## config.mk

```make
export PLATFORM = sky130hd
export DESIGN_NAME = bypass_ctrl
export DESIGN_NICKNAME = d
export VERILOG_FILES = /design/src/rtl/bypass_ctrl.sv
export SDC_FILE = /design/constraint.sdc
export NUM_CORES = 1
export LEC_CHECK = 0
export CAP_MARGIN = 20
export CORE_AREA = 2 2 217 219
export CTS_BUF_LIST = sky130_fd_sc_hd__clkbuf_4 sky130_fd_sc_hd__clkbuf_8
export DETAILED_ROUTE_END_ITERATION = 10
export DIE_AREA = 0 0 219 221
export GPL_ROUTABILITY_DRIVEN = 0
export PLACE_DENSITY_LB_ADDON = 0.15
export SETUP_SLACK_MARGIN = 0.02
export SYNTH_ARGS = -nofsm -noshare
export SYNTH_HDL_FRONTEND = slang
export SYNTH_SLANG_ARGS = --single-unit
```

## constraint.sdc

```tcl
create_clock -name clk -period 4.35 [get_ports clk]
set_clock_uncertainty 0.1 [all_clocks]
set_input_delay 0.87 -clock clk [delete_from_list [all_inputs] [get_ports clk]]
set_output_delay 0.87 -clock clk [all_outputs]
set_load 0.02 [all_outputs]
```

## src/rtl/bypass_ctrl.sv

```systemverilog
// Decode-stage operand bypass and load-use hazard control.
// Holds a per-register load scoreboard and a stall-run monitor with a sticky timeout flag.
module bypass_ctrl #(
    parameter int unsigned TIMEOUT = 255
) (
    input  logic        clk,
    input  logic        reset,
    input  logic        stall,
    input  logic        id_valid,
    input  logic [4:0]  id_rs1,
    input  logic [4:0]  id_rs2,
    input  logic [63:0] rf_rdata1,
    input  logic [63:0] rf_rdata2,
    input  logic        ex_valid,
    input  logic        ex_regwrite,
    input  logic        ex_is_load,
    input  logic [4:0]  ex_dst,
    input  logic [63:0] ex_data,
    input  logic        mem_regwrite,
    input  logic        mem_is_load,
    input  logic        mem_data_ok,
    input  logic [4:0]  mem_dst,
    input  logic [63:0] mem_data,
    input  logic        fwd_valid,
    input  logic [4:0]  fwd_dst,
    input  logic [63:0] fwd_data,
    output logic [63:0] op1,
    output logic [63:0] op2,
    output logic        hazard_stall,
    output logic [31:0] pending,
    output logic [31:0] stall_cnt,
    output logic        hazard_timeout
);

    typedef enum logic {IDLE = 1'b0, STALL = 1'b1} state_t;

    state_t      state_q, state_d;
    logic [31:0] pending_q, pending_d;
    logic [31:0] stall_cnt_q, stall_cnt_d;
    logic [7:0]  run_q, run_d;
    logic        timeout_q, timeout_d;

    logic ex_load;
    logic mem_load_ok;

    assign ex_load     = ex_valid && ex_is_load && ex_regwrite;
    assign mem_load_ok = mem_is_load && mem_data_ok;

    function automatic logic [7:0] sat_inc8(input logic [7:0] v);
        return (v == 8'hFF) ? v : v + 8'd1;
    endfunction

    function automatic logic [31:0] sat_inc32(input logic [31:0] v);
        return (v == 32'hFFFF_FFFF) ? v : v + 32'd1;
    endfunction

    // EX loads are never forwarded: their data is not ready until MEM.
    function automatic logic [63:0] sel_operand(input logic [4:0] rs, input logic [63:0] rf);
        if (rs == 5'd0)
            return 64'd0;
        else if (ex_valid && ex_regwrite && !ex_is_load && ex_dst == rs)
            return ex_data;
        else if (mem_regwrite && mem_dst == rs && (!mem_is_load || mem_data_ok))
            return mem_data;
        else if (fwd_valid && fwd_dst == rs)
            return fwd_data;
        else
            return rf;
    endfunction

    function automatic logic load_use(input logic [4:0] rs);
        logic mem_delivers;
        mem_delivers = mem_regwrite && mem_load_ok && mem_dst == rs;
        return (rs != 5'd0) &&
               ((ex_load && ex_dst == rs) || (pending_q[rs] && !mem_delivers));
    endfunction

    always_comb begin
        op1          = sel_operand(id_rs1, rf_rdata1);
        op2          = sel_operand(id_rs2, rf_rdata2);
        hazard_stall = id_valid && (load_use(id_rs1) || load_use(id_rs2));
    end

    // Set is applied after clear so a new load to the same register wins.
    always_comb begin
        pending_d = pending_q;
        if (mem_load_ok)
            pending_d[mem_dst] = 1'b0;
        if (ex_load && ex_dst != 5'd0 && !stall)
            pending_d[ex_dst] = 1'b1;
        pending_d[0] = 1'b0;
    end

    always_comb begin
        state_d     = state_q;
        run_d       = run_q;
        timeout_d   = timeout_q;
        stall_cnt_d = stall_cnt_q;

        case (state_q)
            IDLE:    if (hazard_stall)  state_d = STALL;
            STALL:   if (!hazard_stall) state_d = IDLE;
            default: state_d = IDLE;
        endcase

        // The run count includes the cycle that enters STALL.
        if (state_d == STALL)
            run_d = sat_inc8(run_q);
        else
            run_d = 8'd0;

        if (state_d == STALL && {24'd0, run_d} == TIMEOUT)
            timeout_d = 1'b1;

        if (hazard_stall)
            stall_cnt_d = sat_inc32(stall_cnt_q);
    end

    always_ff @(posedge clk) begin
        if (reset) begin
            state_q     <= IDLE;
            pending_q   <= 32'd0;
            stall_cnt_q <= 32'd0;
            run_q       <= 8'd0;
            timeout_q   <= 1'b0;
        end else begin
            state_q     <= state_d;
            pending_q   <= pending_d;
            stall_cnt_q <= stall_cnt_d;
            run_q       <= run_d;
            timeout_q   <= timeout_d;
        end
    end

    assign pending        = pending_q;
    assign stall_cnt      = stall_cnt_q;
    assign hazard_timeout = timeout_q;

endmodule

```

==> run metrics <==
status complete, no violations; die width 219 um; PwrDens 145.6 nW/um2; Place WS -673.5 ps; Post-CTS Hold Buffers 0; number of antenna violations at the first check in global routing 20; Final ANT Viol Nets 0; overall routing resource usage 24.02%; IO Pins 550; worst-path maximum fanout 5; synthesized area 8711 um2; sequential share of the synthesized area 16.55%; Unique masters post-synth 59; Reg area 1441 um2; Worst Tran Pin Value 869.2 ps; Arr. time, crit path 3290 ps; Post-DP Area 16010 um2; FP Rows 79; TritonCTS buffer count 9; clock root buffer clkbuf_8; Fin. Hold Viols 0; CTS sink cnt 72; die area 48400 um2; Residual DRC 0; Max-cap violations 0; clock tree buffer depth 2; clk_lat worst skew 370 ps; period utilisation layout 97.85%; yosys warns 0; achievable frequency 0.2349 GHz; Post-Syn Area per Cell 6.886 um2; detailed-route via count 12420; vias in the first global route 12130; #FFs+latches synth 72; Via-to-Cell Ratio 4.943; number of H-tree branching levels 3; delay of the slowest critical-path stage 380 ps; leak pwr 0.006168 uW; leading cell type in the layout, fill and taps excluded clkdlybuf4s50_1; most frequent cells in the layout clkdlybuf4s50_1, nor2_1, a21oi_1; global-route wire length before repair 85.78 mm; post-layout min period 4257 ps; Slew Viols, Final 0; EDFF count, synth 0; R2R setup slack 1120 ps; min-delay worst type register to register; TritonCTS clock tree done; Finished Core Util 35.99%; final hold slack 380.3 ps; Core ar. 46060 um2; worst path cell trace dlygate4sd2_1 -> xor2_1 -> nor4_2 -> buf_4 -> and3_4 -> buf_4 -> buf_4 -> mux2i_1 -> a211oi_2 -> a21oi_1 -> nor2_2 -> clkdlybuf4s15_2; Initial DRC Count 950; CP required 3380 ps; DRT Pass-1 Iters 5; Slew HR 41.24%; total wire length 61.29 mm; Final nets 2247; largest net degree at the start of global routing 49; ys flop type dfxtp_1; fill cell count 4951; area of the multi-input gates 7056 um2; RSZ-0062 raised after global routing true; Buffers on Ports 548; grt ovf 0; share of cells above drive strength 1 22.33%; worst vdd ir 0.1894 mV; die height 221 um; P&R area growth vs syn 90.30%; Worst Setup Start Kind input port; most used cell, CP buf_4; Wirelength per Cell 24.40 um; Finish-stage setup viols 0; Cells after Synth 1265; Post-Syn Nets 1623; clock slew at reported path FFs 100 ps; ys async rst share 0%; Worst setup EP type output port; Final WS setup 93.47 ps; Final Instance Area 16580 um2; DP Wirelength 49.41 mm; Crit-path slowest cell nor4_2; WS Path Type input port to output port; Starting Density 18.91%
[layer usage]
metal	part of all wire, %	GRT usage, %
met2	48	40.97
met1	41	29.67
met4	2.8	6.408
met3	8.7	6.323
met5	0.17	0
[area by class of cell]
| cell class | instances | share of cell area (%) |
|---|---|---|
| Timing Repair Buffer | 730 | 42.73 |
| Multi-Input combinational cell | 1070 | 42.56 |
| Sequential cell | 72 | 8.695 |
| Tap cell | 607 | 4.581 |
| Clock buffer | 10 | 0.8303 |
| Clock inverter | 6 | 0.3019 |
| Antenna cell | 11 | 0.1661 |
| Inverter | 6 | 0.1359 |
[final timing paths]
check / cells after the start / startpoint / endpoint
setup / recovery: 12 / fwd_dst[2] / op1[17]
hold / removal: 2 / hazard_timeout$_SDFFE_PP0P_ / hazard_timeout$_SDFFE_PP0P_
setup reg to reg: 11 / stall_cnt[0]$_SDFFE_PP0P_ / stall_cnt[13]$_SDFFE_PP0P_
hold reg to reg: 2 / hazard_timeout$_SDFFE_PP0P_ / hazard_timeout$_SDFFE_PP0P_
[worst max-delay path: cells and delay by family]
| family | cells | cell delay (ps) |
|---|---|---|
| AO/OA/AOI/OAI | 2 | 380 |
| AND/OR/NAND/NOR | 3 | 800 |
| multiplexers | 1 | 80 |
| buffers and inverters | 5 | 1000 |
| XOR/XNOR | 1 | 150 |
[logic make-up (layout without fill, tap and decap cells)]
group / Yosys count / after routing / share of synthesized area, %
buffers and inverters: 124 / 752 / 6.090
multiplexers: 164 / 164 / 20.87
AND/OR/NAND/NOR: 487 / 488 / 25.90
other: 1 / 12 / 0.04305
adder cells (fa/ha/maj): 2 / 2 / 0.2872
flip-flops: 72 / 72 / 16.55
XOR/XNOR: 41 / 41 / 4.122
AO/OA/AOI/OAI: 374 / 374 / 26.14
[synth_stat cells, drive strengths merged, types with 6 or more instances]
master | number | area [um2]
nor2 | 295 | 1120
or4 | 11 | 86.33
dfxtp | 72 | 1441
xor2 | 22 | 192.7
nand4 | 8 | 50.05
or3 | 11 | 68.82
a21oi | 179 | 895.9
xnor2 | 19 | 166.4
nand2 | 54 | 202.7
nand3 | 27 | 135.1
nor2b | 16 | 100.1
mux2i | 140 | 1401
nor3 | 7 | 40.04
inv | 6 | 22.52
a211oi | 130 | 975.9
nor4 | 13 | 117.6
buf | 37 | 204.0
o21ai | 46 | 234.0
clkbuf | 81 | 304.0
nand3b | 7 | 52.55
mux2 | 12 | 142.6
mux4 | 12 | 274.0
and3 | 10 | 62.56
o31ai | 8 | 65.06
[per-stage QoR]
step / TNS [ps] / power [uW] / instances
detailed placement: -61370 / 1907 / 2457
finish: 0 / 2413 / 2512
global placement: -64800 / 1905 / 2457
CTS: -13.53 / 2410 / 2496
global route: 0 / 2520 / 2507
floorplan: 0 / 1138 / 1265
[repair_timing]
action	in CTS	in global routing
setup buffers	18	3
pin swaps	16	13
gates resized for setup	504	59
endpoints found under the setup margin	127	106
gates cloned	5	2
[flip-flops by register name, summed over array words and instances (netlist names)]
name	flops
stall_cnt	32
hazard_timeout	1
run_q	8
pending	31
[power by group]
group          leakage, uW  internal, uW  switching, uW
logic              0.00550           622            588
registers         0.000580           662           4.13
clock network    0.0000896           229            307
total              0.00617          1510            899
Power figures use the tool's default switching activity.
